[config.mk]
export PLATFORM = sky130hd
export DESIGN_NAME = keypad_debounce
export DESIGN_NICKNAME = d
export VERILOG_FILES = /design/src/rtl/keypad_pkg.sv /design/src/rtl/key_debounce_ch.sv /design/src/rtl/keypad_debounce.sv
export SDC_FILE = /design/constraint.sdc
export NUM_CORES = 1
export LEC_CHECK = 0
export CAP_MARGIN = 0
export CELL_PAD_IN_SITES_DETAIL_PLACEMENT = 1
export CELL_PAD_IN_SITES_GLOBAL_PLACEMENT = 1
export CORE_MARGIN = 10
export CORE_UTILIZATION = 49
export DETAILED_ROUTE_END_ITERATION = 10
export PLACE_DENSITY = 0.9
export SLEW_MARGIN = 15
export SYNTH_ARGS = -nofsm -noshare
export SYNTH_HDL_FRONTEND = slang
export SYNTH_HIERARCHICAL = 1
export SYNTH_SLANG_ARGS = --single-unit
[constraint.sdc]
create_clock -name clk -period 6.8 [get_ports clk]
set_clock_uncertainty 0.05 [all_clocks]
set_input_delay 1.36 -clock clk [delete_from_list [all_inputs] [get_ports clk]]
set_output_delay 1.36 -clock clk [all_outputs]
set_load 0.01 [all_outputs]
[src/rtl/keypad_pkg.sv]
// Shared constants for the keypad conditioning slice.
// NUM_KEYS_DEFAULT : number of keypad lines on the board (0-9, '*', '#')
// KEY_*            : key indices as they appear on key_code
// KEY_CODE_W       : width of the encoded key index
package keypad_pkg;

  localparam int NUM_KEYS_DEFAULT = 12;
  localparam int KEY_CODE_W       = 4;

  localparam logic [KEY_CODE_W-1:0] KEY_0    = 4'd0;
  localparam logic [KEY_CODE_W-1:0] KEY_1    = 4'd1;
  localparam logic [KEY_CODE_W-1:0] KEY_2    = 4'd2;
  localparam logic [KEY_CODE_W-1:0] KEY_3    = 4'd3;
  localparam logic [KEY_CODE_W-1:0] KEY_4    = 4'd4;
  localparam logic [KEY_CODE_W-1:0] KEY_5    = 4'd5;
  localparam logic [KEY_CODE_W-1:0] KEY_6    = 4'd6;
  localparam logic [KEY_CODE_W-1:0] KEY_7    = 4'd7;
  localparam logic [KEY_CODE_W-1:0] KEY_8    = 4'd8;
  localparam logic [KEY_CODE_W-1:0] KEY_9    = 4'd9;
  localparam logic [KEY_CODE_W-1:0] KEY_STAR = 4'd10;
  localparam logic [KEY_CODE_W-1:0] KEY_HASH = 4'd11;

endpackage

[src/rtl/key_debounce_ch.sv]
// One keypad channel: synchroniser, stability counter, debounced level and
// press (rising-edge) pulse.
// Ports:
//   clk   : system clock, all state on posedge
//   rst   : asynchronous active-high reset
//   raw   : raw key line, 1 = pressed, asynchronous, may bounce
//   level : debounced key state
//   press : 1-cycle pulse in the cycle level rises
module key_debounce_ch
  import keypad_pkg::*;
#(
  parameter int DEBOUNCE_CYCLES = 10000,
  parameter int SYNC_STAGES     = 2
) (
  input  logic clk,
  input  logic rst,
  input  logic raw,
  output logic level,
  output logic press
);

  localparam int CW = $clog2(DEBOUNCE_CYCLES + 1);
  localparam logic [CW-1:0] LAST = CW'(DEBOUNCE_CYCLES - 1);

  logic [SYNC_STAGES-1:0] sync_q;
  logic                   sync;
  logic [CW-1:0]          cnt;

  assign sync = sync_q[SYNC_STAGES-1];

  // cnt counts consecutive cycles where the synchronised input disagrees
  // with the accepted level; any agreeing cycle restarts it, so a bounce
  // back to the stable value throws away the partial count. Accepting a
  // change clears it, so it never wraps.
  always_ff @(posedge clk or posedge rst) begin
    if (rst) begin
      sync_q <= '0;
      cnt    <= '0;
      level  <= 1'b0;
      press  <= 1'b0;
    end else begin
      sync_q <= {sync_q[SYNC_STAGES-2:0], raw};
      press  <= 1'b0;
      if (sync != level) begin
        if (cnt == LAST) begin
          level <= sync;
          cnt   <= '0;
          // Only presses pulse; releases just drop level.
          press <= sync;
        end else begin
          cnt <= cnt + 1'b1;
        end
      end else begin
        cnt <= '0;
      end
    end
  end

endmodule

[src/rtl/keypad_debounce.sv]
// Keypad conditioning: per-key debounce channels plus a single-press encoder.
// Ports:
//   clk       : system clock
//   rst       : asynchronous active-high reset
//   key_raw   : raw keypad lines, 1 = pressed
//   key_level : debounced key states
//   key_pulse : 1-cycle pulse per debounced press
//   key_valid : 1-cycle, exactly one key_pulse bit set
//   key_code  : pressed key index (lowest index when several pulse)
//   key_multi : 1-cycle, two or more key_pulse bits set
//   any_held  : OR of key_level
//
// Output contract: key_pulse, key_valid and key_multi are single-cycle
// strobes synchronous to clk with no ready/back-pressure; a consumer must
// sample them on the edge following their assertion or lose them. key_code
// is only meaningful while key_valid is high.
module keypad_debounce
  import keypad_pkg::*;
#(
  parameter int NUM_KEYS        = NUM_KEYS_DEFAULT,
  parameter int DEBOUNCE_CYCLES = 10000,
  parameter int SYNC_STAGES     = 2
) (
  input  logic                  clk,
  input  logic                  rst,
  input  logic [NUM_KEYS-1:0]   key_raw,
  output logic [NUM_KEYS-1:0]   key_level,
  output logic [NUM_KEYS-1:0]   key_pulse,
  output logic                  key_valid,
  output logic [KEY_CODE_W-1:0] key_code,
  output logic                  key_multi,
  output logic                  any_held
);

  for (genvar i = 0; i < NUM_KEYS; i++) begin : g_ch
    key_debounce_ch #(
      .DEBOUNCE_CYCLES (DEBOUNCE_CYCLES),
      .SYNC_STAGES     (SYNC_STAGES)
    ) u_ch (
      .clk   (clk),
      .rst   (rst),
      .raw   (key_raw[i]),
      .level (key_level[i]),
      .press (key_pulse[i])
    );
  end

  // Saturating popcount (0, 1, 2 = "two or more") and lowest set index.
  logic [1:0]            pulse_cnt;
  logic [KEY_CODE_W-1:0] low_idx;

  always_comb begin
    pulse_cnt = 2'd0;
    low_idx   = '0;
    for (int i = NUM_KEYS - 1; i >= 0; i--) begin
      if (key_pulse[i]) begin
        pulse_cnt = (pulse_cnt == 2'd2) ? 2'd2 : pulse_cnt + 2'd1;
        low_idx   = KEY_CODE_W'(i);
      end
    end
  end

  // key_pulse is already a flop output in each channel, so decoding it here
  // keeps the encoder outputs in the same cycle as the pulse while remaining
  // driven only by registers (no path from key_raw). code_q remembers the
  // last code for the idle cycles.
  logic [KEY_CODE_W-1:0] code_q;

  always_ff @(posedge clk or posedge rst) begin
    if (rst) begin
      code_q <= '0;
    end else if (|key_pulse) begin
      code_q <= low_idx;
    end
  end

  assign key_valid = (pulse_cnt == 2'd1);
  assign key_multi = (pulse_cnt == 2'd2);
  assign key_code  = (|key_pulse) ? low_idx : code_q;
  assign any_held  = |key_level;

endmodule

## Word-level counts from Yosys, hierarchy flattened

Index checks and enable logic that the tools add are counted.

- Flip-flop bits (word level): 220
- Logic and storage cells: 207
- Bits of input ports: 14
- Output and inout bits: 31

- Add/sub/neg operators: 23
- Eq/ne operators: 37
- Reduce and logical (&&, ||, !) cells: 14
- Multiplexer cells: 84

Operators with widths:

| kind | number |
|---|---|
| two-way mux 14 bit | 24 |
| adder 14 x 1 -> 14 bit, second input constant | 12 |
| equality test 14 bit, second input constant | 12 |
| two-way mux 4 bit | 13 |
| two-way mux 2 bit | 22 |
| two-way mux 1 bit | 25 |
| equality test 2 bit, second input constant | 12 |
| AND reduction 2 bit | 12 |
| OR reduction 12 bit | 2 |
| adder 2 x 1 -> 2 bit, second input constant | 11 |
| != test 1 bit | 12 |
| equality test 2 x 1 -> 1 bit, second input constant | 1 |

## Logic depth before layout (Yosys ltp)

- Depth after elaboration: 35
- Gate-level depth with buffers: 16
- Gate-level depth less buffers: 16

## Modules after synthesis

The synthesis kept the hierarchy.

By module, submodules not included:

| module | times used | cells an instance | area each (µm²) | seq. area each (µm²) |
|---|---|---|---|---|
| key_debounce_ch | 12 | 77 | 819.5 | 450.4 |
| keypad_debounce | 1 | 200 | 1456.4 | 100.1 |

## Least setup slack after synthesis

OpenSTA, ideal clock, no wires.

- Kind: flip-flop to output port
- Start: reg g_ch[10].u_ch.press
- End: out key_valid
- Required time: 5.390 ns
- Path buffers: 0
- Arrival time: 4.155 ns
- Slack: 1.235 ns
- Cell stages (with the launch flop): 17
- Cells stage by stage: dfrtp_1 > inv_1 > ha_1 > nor3b_1 > or3_4 > or4_4 > nand2_4 > and3b_4 > o311ai_4 > a31oi_1 > a2111oi_2 > o2bb2ai_1 > a22o_1 > inv_1 > ha_1 > nand3b_1 > o31ai_2

- Word-level cells in the longest chain between the ends: 32
- Elaborated cells between the ends (all ways): 42
- Classes of those cells: add/sub (10); eq/ne (11); mux (21)

RTL lines:

| element | RTL line | source |
|---|---|---|
| start, declared | key_debounce_ch.sv:19 | `output logic press` |
| start signal, assigned | key_debounce_ch.sv:49 | `press <= sync;` |
| two-way mux 2 bit (*) | keypad_debounce.sv:56 | `if (key_pulse[i]) begin` |
| adder 2 x 1 -> 2 bit or equality test 2 bit (tied branches) | keypad_debounce.sv:57 | `pulse_cnt = (pulse_cnt == 2'd2) ? 2'd2 : pulse_cnt + 2'd1;` |
| two-way mux 2 bit | keypad_debounce.sv:57 |  |
| two-way mux 2 bit (*) | keypad_debounce.sv:56 |  |
| adder 2 x 1 -> 2 bit or equality test 2 bit (tied branches) | keypad_debounce.sv:57 |  |
| two-way mux 2 bit | keypad_debounce.sv:57 |  |
| two-way mux 2 bit (*) | keypad_debounce.sv:56 |  |
| adder 2 x 1 -> 2 bit or equality test 2 bit (tied branches) | keypad_debounce.sv:57 |  |
| [... 16 more ...] | -- |  |
| two-way mux 2 bit (*) | keypad_debounce.sv:56 |  |
| adder 2 x 1 -> 2 bit or equality test 2 bit (tied branches) | keypad_debounce.sv:57 |  |
| two-way mux 2 bit | keypad_debounce.sv:57 |  |
| two-way mux 2 bit (*) | keypad_debounce.sv:56 |  |
| adder 2 x 1 -> 2 bit or equality test 2 bit (tied branches) | keypad_debounce.sv:57 |  |
| two-way mux 2 bit | keypad_debounce.sv:57 |  |
| two-way mux 2 bit (*) | keypad_debounce.sv:56 |  |
| equality test 2 x 1 -> 1 bit (*) | keypad_debounce.sv:77 | `assign key_valid = (pulse_cnt == 2'd1);` |
| end, declared | keypad_debounce.sv:29 | `output logic key_valid,` |

Every way passes the cells marked *; elsewhere a longest branch is shown, timed or not.

## Worst setup path after layout

- Start: reg g_ch[10].u_ch.press
- End: out key_multi

- Word-level cells in the longest chain between the ends: 32
- Elaborated cells between the ends (all ways): 42
- Classes of those cells: add/sub (10); eq/ne (11); mux (21)

RTL lines:

| element | RTL line | source |
|---|---|---|
| two-way mux 2 bit (*) | keypad_debounce.sv:56 |  |
| adder 2 x 1 -> 2 bit or equality test 2 bit (tied branches) | keypad_debounce.sv:57 |  |
| two-way mux 2 bit | keypad_debounce.sv:57 |  |
| two-way mux 2 bit (*) | keypad_debounce.sv:56 |  |
| adder 2 x 1 -> 2 bit or equality test 2 bit (tied branches) | keypad_debounce.sv:57 |  |
| two-way mux 2 bit | keypad_debounce.sv:57 |  |
| two-way mux 2 bit (*) | keypad_debounce.sv:56 |  |
| adder 2 x 1 -> 2 bit or equality test 2 bit (tied branches) | keypad_debounce.sv:57 |  |
| [... 16 more ...] | -- |  |
| two-way mux 2 bit (*) | keypad_debounce.sv:56 |  |
| adder 2 x 1 -> 2 bit or equality test 2 bit (tied branches) | keypad_debounce.sv:57 |  |
| two-way mux 2 bit | keypad_debounce.sv:57 |  |
| two-way mux 2 bit (*) | keypad_debounce.sv:56 |  |
| adder 2 x 1 -> 2 bit or equality test 2 bit (tied branches) | keypad_debounce.sv:57 |  |
| two-way mux 2 bit | keypad_debounce.sv:57 |  |
| two-way mux 2 bit (*) | keypad_debounce.sv:56 |  |
| equality test 2 bit (*) | keypad_debounce.sv:78 | `assign key_multi = (pulse_cnt == 2'd2);` |
| end, declared | keypad_debounce.sv:31 | `output logic key_multi,` |

Marked as above.

==> out/qor.yml <==
syn_area_mm2: 0.0113
yosys_warnings: 6
max_freq_mhz: 151
drv_cap: 0
synthArstFlopShare_pct: 100
final_layout_size_suffix_gt1_share_pct: 9.93
synth_edf_count: 0
totalWireLength_um: 29200
htreeDepth: 1
cts_tree: "yes"
setup_viol: 0
p_int_mw: 2.24
worstPathArrival_ns: 5.21
drt-vias-per-instance: 5.85
drt-wirelength-per-cell_um: 19.7
required_ns: 5.39
ir_drop_mv: 0.270
critPathMaxFanout: 6
place_area_mm2: 0.0119
synth_fp_nets: 1168
gp_congestion: 0.855
ys_seq_area_share_pct: 48.8
p_per_area_mw_per_mm2: 223
grt_pass1_vias: 9497
drtAntennaViolNets: 0
whs_path_depth: 0
period_share_pct: 97.3
r2r_slack_ns: 4.70
critPathLaunchType: "flop"
die_y_um: 172
synthFlopType: "dfrtp_1"
antenna_cells: 0
setup_tns_ns: 0
worst_slack_ns: 0.185
cts_buffer_depth: 3
clk_latency_ns: 0.53
path_clk_slew_ns: 0.06
leakage_nw: 5.40
p_sw_uw: 647
dpl.hpwl_um: 19500
dr.pass1.iters: 5
slew_headroom_pct: 43.3
critPathKind: "reg -> out"
end_kind: "output port"
synth_cells: 1124
nets: 1224
dr_total_vias: 8676
cts_made_buffers: 25
cts_root_buf: "clkbuf_16"
start_util_pct: 49.9
synth-seq-cells: 220
reg2regPathDepth: 6
power_frac_seq_pct: 47.2
finalCriticalPeriod_ns: 6.62
p_comb_share_pct: 3.0
ys_types: 71
drc_errors: 0
core_area_mm2: 0.0226
holdCritPathClass: "reg -> reg"
grt_start_max_net_pins: 19
grt_use_total_pct: 19.8
dp_cells: 1434
drt_iter0_markers: 594
rows: 55
cts_hold_buf: 0
synthTopCellsByArea: "dfrtp_1 (49%), xnor2_1 (10%), nor2_1 (7.3%)"
antenna_found_initial: 0
hold_viol_final: 0
grt_pass1_wl_um: 48000
pwr-share-clk_pct: 49.8
switching_share_pct: 22.4
cts_sinks: 220
status: "complete, no violations"
syn_area_per_cell_um2: 10.0
grt_overflow: 0
die-area_mm2: 0.0295
tightest_slew_ns: 0.843
post-route-cell-area_mm2: 0.0130
synth_area_leader_cell: "dfrtp_1"
portBuffers: 44
slew_viol_final: 0
stdcell_count: 1483
die_w_um: 172
syn_to_final_growth_pct: 14.8
ios: 45
synth_top_area_share_pct: 48.8
hold_ws_ns: 0.299
post-place-ws_ns: 0.131
[worst max-delay path, stage by stage (launching register included)]
cell           delay, ns
dfrtp_2             0.44
inv_2               0.09
ha_2                0.32
nor3b_2             0.21
or3_4               0.39
or4_4               0.56
nand2_4             0.11
and3b_4             0.23
o311ai_4            0.35
buf_12              0.16
nand3_1             0.12
o21a_1              0.24
o311a_1             0.33
a22o_1              0.23
inv_1               0.07
ha_1                0.24
a32o_1              0.27
dlygate4sd2_1       0.30
[cell usage in the layout (no fill, tap or decap), drive strengths merged, types with 2 or more instances in the layout]
cell type | Yosys | routed
clkdlybuf4s50 | 0 | 42
a311oi | 3 | 3
and3b | 4 | 4
and3 | 15 | 15
a21o | 3 | 3
or4 | 13 | 13
a21oi | 13 | 13
nor3 | 55 | 55
clkinv | 1 | 7
o211ai | 3 | 3
clkbuf | 6 | 29
and2 | 5 | 5
o32ai | 2 | 2
clkinvlp | 0 | 5
or4b | 12 | 12
nor4 | 20 | 20
ha | 30 | 30
mux2 | 13 | 13
bufinv | 0 | 5
o31ai | 10 | 10
o311a | 3 | 3
buf | 15 | 6
a211o | 4 | 4
o41ai | 3 | 3
a31oi | 4 | 4
nand4 | 40 | 40
nor2b | 3 | 3
nor3b | 13 | 13
a211oi | 7 | 7
o21ai | 8 | 8
xnor2 | 134 | 134
nand3 | 66 | 66
inv | 45 | 45
o21a | 3 | 3
nor2 | 220 | 220
dfrtp | 220 | 220
nand2 | 66 | 66
xor2 | 26 | 26
or3 | 14 | 14
[routing by layer]
metal	track usage [%]	wire (µm)	vias up
met4	6.22	769	0
met3	3.64	1320	63
met2	35.1	14900	186
met5	0	0	-
li1	-	-	4000
met1	23.7	12200	4427
[per-stage QoR]
step / utilization [%] / power (mW)
floorplan: - / 1.44
global placement: 52.7 / 1.47
global route: 57.3 / 3.00
finish: 57.3 / 2.89
detailed placement: 52.7 / 1.47
CTS: 57.0 / 2.93
[flip-flops by register name, indices dropped and copies added, names as in the netlist]
signal / count
g_ch.u_ch/sync_q: 24
g_ch.u_ch/cnt: 168
code_q: 4
g_ch.u_ch/level: 12
g_ch.u_ch/press: 12
[Yosys cell counts (13+ instances only)]
cell	number
and3_1	15
xnor2_1	134
nor3_1	55
ha_1	30
xor2_1	26
or4_4	13
nand3_1	66
dfrtp_1	220
buf_6	13
nor4_1	20
or3_1	13
nand2_1	53
nor3b_1	13
nor2_1	220
inv_1	45
a21oi_1	13
nand4_1	40
[power by group through the flow]
stage	Combinational [mW]	Clock, mW	Sequential [mW]
floorplan	0.0665	0	1.38
global placement	0.0834	0	1.38
detailed placement	0.0895	0	1.38
CTS	0.0908	1.47	1.36
global route	0.101	1.53	1.37
finish	0.0874	1.44	1.36
[area by class of cell]
cell class,instances,area (µm²)
fill,2461,9680
sequential,220,5510
timing repair buffer,50,497
clock inverter,16,229
clock buffer,29,651
tap,285,357
inverter,46,173
multi-input combinational,837,5550
[cells by family (layout without fill, tap and decap cells)]
group                    after synthesis  in the layout  synth area share (%)
AND/OR/NAND/NOR                      551            551                  24.7
flip-flops                           220            220                  48.8
XOR/XNOR                             160            160                  12.4
AO/OA/AOI/OAI                         83             83                  6.03
buffers and inverters                 67            141                  3.11
adder cells (fa/ha/maj)               30             30                  3.32
multiplexers                          13             13                  1.70
[timing repair]
item,in CTS,in global routing
gates resized for setup,14,13
endpoints found under the hold margin,0,0
pin swaps,4,5
setup endpoints to repair,2,2
buffers inserted,2,2
[path summary, 6_finish.rpt]
kind                                                       start                          endpoint
worst max-delay path               g_ch[10].u_ch/press$_DFF_PP0_                         key_multi
worst min-delay path            g_ch[4].u_ch/sync_q[0]$_DFF_PP0_  g_ch[4].u_ch/sync_q[1]$_DFF_PP0_
worst max register to register      g_ch[6].u_ch/press$_DFF_PP0_               code_q[0]$_DFF_PP0_
worst min register to register  g_ch[4].u_ch/sync_q[0]$_DFF_PP0_  g_ch[4].u_ch/sync_q[1]$_DFF_PP0_
max in group asynchronous                                    rst     g_ch[11].u_ch/press$_DFF_PP0_
min in group asynchronous                                    rst               code_q[0]$_DFF_PP0_
Note: power is estimated with default switching activity, not from simulation.
